===== src/rtl/sram_arb2.sv =====
// sram_arb2: shares one sram-like bus between instruction fetch and data access.
// One outstanding downstream transaction; a starvation counter forces fetch progress.
module sram_arb2 #(
  parameter int AW         = 32,
  parameter int DW         = 32,
  parameter int STARVE_MAX = 4
) (
  input  logic          i_clk_sys,
  input  logic          i_rst_b,
  // instruction port
  input  logic          i_inst_req,
  input  logic [AW-1:0] i_inst_addr,
  output logic          o_inst_addr_ok,
  output logic          o_inst_data_ok,
  output logic [DW-1:0] o_inst_rdata,
  // data port
  input  logic          i_data_req,
  input  logic          i_data_wr,
  input  logic [1:0]    i_data_size,
  input  logic [3:0]    i_data_wstrb,
  input  logic [AW-1:0] i_data_addr,
  input  logic [DW-1:0] i_data_wdata,
  output logic          o_data_addr_ok,
  output logic          o_data_data_ok,
  output logic [DW-1:0] o_data_rdata,
  // downstream bus
  output logic          o_bus_req,
  output logic          o_bus_wr,
  output logic [1:0]    o_bus_size,
  output logic [3:0]    o_bus_wstrb,
  output logic [AW-1:0] o_bus_addr,
  output logic [DW-1:0] o_bus_wdata,
  input  logic          i_bus_addr_ok,
  input  logic          i_bus_data_ok,
  input  logic [DW-1:0] i_bus_rdata,
  // status
  output logic          o_busy
);

  // state | meaning
  // IDLE  | no transaction in flight; arbitrate and latch the winner
  // REQ   | bus_req driven from latched fields, waiting for bus_addr_ok
  // WAIT  | address accepted, waiting for bus_data_ok
  typedef enum logic [1:0] {
    IDLE = 2'd0,
    REQ  = 2'd1,
    WAIT = 2'd2
  } state_t;

  localparam logic       OWN_DATA      = 1'b0;
  localparam logic       OWN_INST      = 1'b1;
  localparam logic [2:0] LP_STARVE_MAX = 3'(STARVE_MAX);

  state_t          r_state;
  logic            r_owner;
  logic [2:0]      r_starve_cnt;
  logic            r_bus_req;
  logic            r_busy;
  logic            r_wr;
  logic [1:0]      r_size;
  logic [3:0]      r_wstrb;
  logic [AW-1:0]   r_addr;
  logic [DW-1:0]   r_wdata;

  logic            w_any_req;
  logic            w_grant_inst;
  logic [2:0]      w_starve_inc;
  logic            w_in_req;
  logic            w_in_wait;

  assign w_any_req    = i_inst_req || i_data_req;
  // inst wins when forced by starvation, or when it is the only requester
  assign w_grant_inst = i_inst_req && ((r_starve_cnt == LP_STARVE_MAX) || !i_data_req);
  assign w_starve_inc = (r_starve_cnt == 3'd7) ? 3'd7 : r_starve_cnt + 3'd1;

  always_ff @(posedge i_clk_sys or negedge i_rst_b) begin
    if (!i_rst_b) begin
      r_state      <= IDLE;
      r_owner      <= OWN_DATA;
      r_starve_cnt <= 3'd0;
      r_bus_req    <= 1'b0;
      r_busy       <= 1'b0;
      r_wr         <= 1'b0;
      r_size       <= 2'd0;
      r_wstrb      <= 4'd0;
      r_addr       <= '0;
      r_wdata      <= '0;
    end else begin
      case (r_state)
        IDLE: begin
          if (w_any_req) begin
            r_state   <= REQ;
            r_bus_req <= 1'b1;
            r_busy    <= 1'b1;
            if (w_grant_inst) begin
              r_owner      <= OWN_INST;
              r_addr       <= i_inst_addr;
              r_wr         <= 1'b0;
              r_size       <= 2'd2;
              r_wstrb      <= 4'd0;
              r_wdata      <= '0;
              r_starve_cnt <= 3'd0;
            end else begin
              r_owner      <= OWN_DATA;
              r_addr       <= i_data_addr;
              r_wr         <= i_data_wr;
              r_size       <= i_data_size;
              r_wstrb      <= i_data_wstrb;
              r_wdata      <= i_data_wdata;
              r_starve_cnt <= i_inst_req ? w_starve_inc : 3'd0;
            end
          end
        end
        REQ: begin
          if (i_bus_addr_ok) begin
            r_state   <= WAIT;
            r_bus_req <= 1'b0;
          end
        end
        WAIT: begin
          if (i_bus_data_ok) begin
            r_state <= IDLE;
            r_busy  <= 1'b0;
          end
        end
        default: begin
          r_state   <= IDLE;
          r_bus_req <= 1'b0;
          r_busy    <= 1'b0;
        end
      endcase
    end
  end

  assign w_in_req  = (r_state == REQ);
  assign w_in_wait = (r_state == WAIT);

  // handshakes are steered combinationally so the owner sees them in the bus cycle
  assign o_inst_addr_ok = w_in_req  && i_bus_addr_ok && (r_owner == OWN_INST);
  assign o_data_addr_ok = w_in_req  && i_bus_addr_ok && (r_owner == OWN_DATA);
  assign o_inst_data_ok = w_in_wait && i_bus_data_ok && (r_owner == OWN_INST);
  assign o_data_data_ok = w_in_wait && i_bus_data_ok && (r_owner == OWN_DATA);
  assign o_inst_rdata   = i_bus_rdata;
  assign o_data_rdata   = i_bus_rdata;

  assign o_bus_req   = r_bus_req;
  assign o_bus_wr    = r_wr;
  assign o_bus_size  = r_size;
  assign o_bus_wstrb = r_wstrb;
  assign o_bus_addr  = r_addr;
  assign o_bus_wdata = r_wdata;
  assign o_busy      = r_busy;

endmodule

===== config.mk =====
export PLATFORM = sky130hd
export DESIGN_NAME = sram_arb2
export DESIGN_NICKNAME = d
export VERILOG_FILES = /design/src/rtl/sram_arb2.sv
export SDC_FILE = /design/constraint.sdc
export NUM_CORES = 1
export LEC_CHECK = 0
export CELL_PAD_IN_SITES_DETAIL_PLACEMENT = 0
export CELL_PAD_IN_SITES_GLOBAL_PLACEMENT = 2
export CORE_AREA = 2 2 145 147
export CTS_CLUSTER_SIZE = 25
export DETAILED_ROUTE_END_ITERATION = 7
export DIE_AREA = 0 0 147 149
export PLACE_DENSITY = 0.91
export SLEW_MARGIN = 5
export SYNTH_ARGS = -nofsm -noshare
export SYNTH_HDL_FRONTEND = slang
export SYNTH_SLANG_ARGS = --single-unit

===== constraint.sdc =====
create_clock -name i_clk_sys -period 3.23 [get_ports i_clk_sys]
set_clock_uncertainty 0.05 [all_clocks]
set_input_delay 0.969 -clock i_clk_sys [delete_from_list [all_inputs] [get_ports i_clk_sys]]
set_output_delay 0.969 -clock i_clk_sys [all_outputs]
set_load 0.05 [all_outputs]

# Word level (Yosys, flattened, before mapping)
# Cells that the tools add are included.
# op_classes
add_sub_neg	1
eq_ne	7
muxes	18
bitwise	3
reduce_logical	15
# op_table
operator	n
2-to-1 mux 32 bit	2
2-to-1 mux 3 bit	3
AND reduction 3 bit	3
2-to-1 mux 2 bit	4
logical AND 1 bit	7
== test 3 bit, second input constant	2
!= test 2 bit, second input constant	3
case mux 1 bit (3 select lines)	2
case mux 2 bit (3 select lines)	1
2-to-1 mux 1 bit	5
2-to-1 mux 4 bit	1
adder 3 x 1 -> 3 bit, second input constant	1
NOT 1 bit	3
== test 2 x 1 -> 1 bit, second input constant	1
== test 2 bit, second input constant	1
zero test 2 bit	1
logical OR 1 bit	2
AND reduction 2 bit	1
zero test 1 bit	1
# totals
register_bits	79
input_bits	141
wordCells	54

# Longest topological paths before layout
# depth
depth_word	4
mapped_depth	8
mapped_depth_nobuf	5

# Worst setup path before layout
# OpenSTA, ideal clock, no wires.
# synth_timing
path_type	input to output
start	input i_bus_data_ok
end	output o_data_data_ok
t_arrival_ps	2078
required_time_ps	2211
slack_ps	133
path_stages	2
n_path_buf	0
cell_sequence	inv_1 -> nor3_1
# synth_between
elab_chain_len	2
# synth_rtl
element	line	text
start: declaration	34	input logic i_bus_data_ok,
logical AND 1 bit (2 in a row)	142	assign o_data_data_ok = w_in_wait && i_bus_data_ok && (r_owner == OWN_DATA);
end: declaration	24	output logic o_data_data_ok,
# No other way between the ends.

# Final worst setup path
# Same ends and word-level chain as after synthesis.

==> impl_metrics.json <==
{
  "status": "complete, no violations",
  "reg2reg_from": "r_starve_cnt[0]",
  "routedWlPerCell_microns": 16.7,
  "cts-root-buf": "clkbuf_16",
  "ir_drop_mv": 0.319,
  "path_clk_slew_ns": 0.06,
  "syn_nets": 573,
  "syn_area_per_cell_sq_um": 10.3,
  "area_delta_synth_final_pct": 43.6,
  "rsz0062_at_grt": "false",
  "synthCells": 430,
  "core_sq_um": 20600,
  "cts_resized": 0,
  "drc": 0,
  "min_from": "o_bus_wdata[25]",
  "cts_setup_buffers": 0,
  "grt_usage_pct": 12.5,
  "htreeDepth": 3,
  "crit_arrival_ns": 2.09,
  "antenna_found_initial": 1,
  "setup_tns_ns": 0,
  "routed_wl_microns": 13600,
  "fin_nets": 675,
  "max_stage_delay_ns": 0.52,
  "rrSetupSlack_ns": 1.10,
  "period_share_pct": 96.1,
  "hold_class": "flop to flop",
  "die_x_microns": 147,
  "seq_area_frac_synth_pct": 44.6,
  "power.density_nw_per_um2": 1100,
  "regArea_sq_um": 1980,
  "start_util_pct": 21.6,
  "finalHoldViolations": 0,
  "cts_hold_buf": 0,
  "firstDrtPassIters": 4,
  "max_freq_mhz": 322,
  "drv_cap": 0,
  "grt_pass1_wl_microns": 21200,
  "crit_buf_inv": 3,
  "ys_ff_latch": 79,
  "drive_gt1_share_pct": 13.2,
  "postRouteAntennaNets": 0,
  "grt_pass1_vias": 3689,
  "syn_area_sq_um": 4430,
  "vias": 3584,
  "crit_path_start_kind": "input port",
  "synth_cell_types": 29,
  "dieArea_sq_um": 21900,
  "yosysWarnings": 0,
  "required_ns": 2.21,
  "synth_edf_count": 0,
  "setup_viol": 0,
  "num_rows": 53,
  "synthArstFlopShare_pct": 100,
  "via_per_inst": 4.41,
  "grt_max_degree": 72,
  "critPathKind": "input port to primary output",
  "cts_tree": "built",
  "globalRouteOverflowTotal": 0,
  "multi_input_area_sq_um": 1590,
  "drtIter0Drc": 119,
  "critPathSlowestCell": "clkdlybuf4s50_1",
  "gp_congestion": 0.749,
  "reg2reg_depth": 5,
  "hold-worst-slack_ns": 0.435,
  "fillers": 2139,
  "critPathMaxFanout": 3,
  "hold_end": "o_bus_wdata[25]",
  "endpoint_kind": "primary output",
  "cts_buffers": 9,
  "die_h_microns": 149,
  "port_buffers": 185,
  "cp_top_family": "buffers and inverters",
  "p_leak_nw": 2.44,
  "reg2reg_to": "o_bus_addr[15]",
  "clockBufferDepth": 2,
  "worstMarginPinSlew_ns": 1.07,
  "clk_latency_ns": 0.34,
  "boundaryPins": 282,
  "hold_depth": 1,
  "relSlewSlack_pct": 29.0,
  "dp_hpwl_microns": 8870,
  "post-route-min-period_ns": 3.10,
  "numClockSinks": 79,
  "crit_chain": "clkdlybuf4s50_1, inv_1, nor3_1, buf_12",
  "maxSlewViolCount": 0,
  "ys.flop_type": "dfrtp_1"
}
kinds of logic (layout without fill, tap and decap cells):
kind of cell / Yosys count / in the layout / synth area share (%)
buffers and inverters: 143 / 250 / 19.5
AO/OA/AOI/OAI: 86 / 86 / 20.6
flip-flops: 79 / 79 / 44.6
adder cells (fa/ha/maj): 2 / 2 / 0.564
AND/OR/NAND/NOR: 120 / 120 / 14.8
other: 0 / 1 / 0
worst max-delay path by stage:
stage	start	endpoint	slack, ns	cells past startpoint
2_1_floorplan	i_bus_data_ok	o_data_data_ok	0.13	2
3_3_place_gp	i_bus_data_ok	o_data_data_ok	0.14	4
3_5_place_dp	i_bus_data_ok	o_data_data_ok	0.11	4
4_1_cts	i_bus_data_ok	o_data_data_ok	0.11	4
5_1_grt	i_bus_data_ok	o_data_data_ok	0.02	4
6_report	i_bus_data_ok	o_data_data_ok	0.13	4
power by group:
| part | internal [mW] | switching, mW |
|---|---|---|
| clock network | 0.679 | 0.447 |
| registers | 1.45 | 0.267 |
| logic | 1.46 | 2.68 |
| total | 3.59 | 3.39 |
flip-flops by register name, summed over array words and instances (netlist names), 2 cells and up:
register,count
r_starve_cnt,3
o_bus_addr,32
o_bus_size,2
o_bus_wdata,32
o_bus_wstrb,4
r_state,2
layout by cell type, fill, tap and decap left out, types with 9 or more instances in the layout:
| cell type | Yosys | layout |
|---|---|---|
| nand3_1 | 70 | 70 |
| inv_1 | 36 | 36 |
| o221ai_2 | 32 | 32 |
| clkdlybuf4s50_1 | 0 | 179 |
| clkbuf_16 | 0 | 9 |
| o2bb2ai_1 | 39 | 39 |
| buf_4 | 67 | 13 |
| nand4_1 | 33 | 33 |
| dfrtp_1 | 79 | 79 |
synthesized netlist by cell type (all sizes together) (3+ instances only):
| cell type | number | area [sq um] |
|---|---|---|
| o21ai | 4 | 20.0 |
| clkbuf | 14 | 52.6 |
| nand4 | 33 | 206 |
| o221ai | 32 | 480 |
| inv | 36 | 135 |
| buf | 93 | 677 |
| a21oi | 5 | 25.0 |
| dfrtp | 79 | 1980 |
| nand3 | 70 | 350 |
| nor2 | 3 | 18.8 |
| o2bb2ai | 39 | 342 |
| nand2 | 5 | 18.8 |
layout make-up:
class / instances / area share (%)
timing repair buffer: 198 / 31.3
sequential: 79 / 31.0
multi-input combinational: 208 / 25.0
tap: 275 / 5.40
clock buffer: 9 / 3.54
inverter: 36 / 2.12
clock inverter: 7 / 1.51
antenna: 1 / 0.0393
per-stage QoR:
step	instance area [sq um]	utilization (%)	total power, mW	instances	worst slack (ns)
4_1_cts	6370	31.0	7.08	812	0.111
2_1_floorplan	4430	-	4.72	430	0.133
3_5_place_dp	6040	29.4	5.91	796	0.114
6_report	6370	31.0	6.98	813	0.125
3_3_place_gp	6040	29.4	5.89	796	0.137
5_1_grt	6370	31.0	7.37	813	0.0204
metal layers:
layer,GRT usage (%),up-vias,wire length [microns]
li1,-,1714,-
met1,16.1,1724,6120
met2,19.8,131,6240
met3,4.28,15,1000
met4,3.94,0,214
met5,0,-,0
No activity file was read; power rests on OpenSTA's default activity.
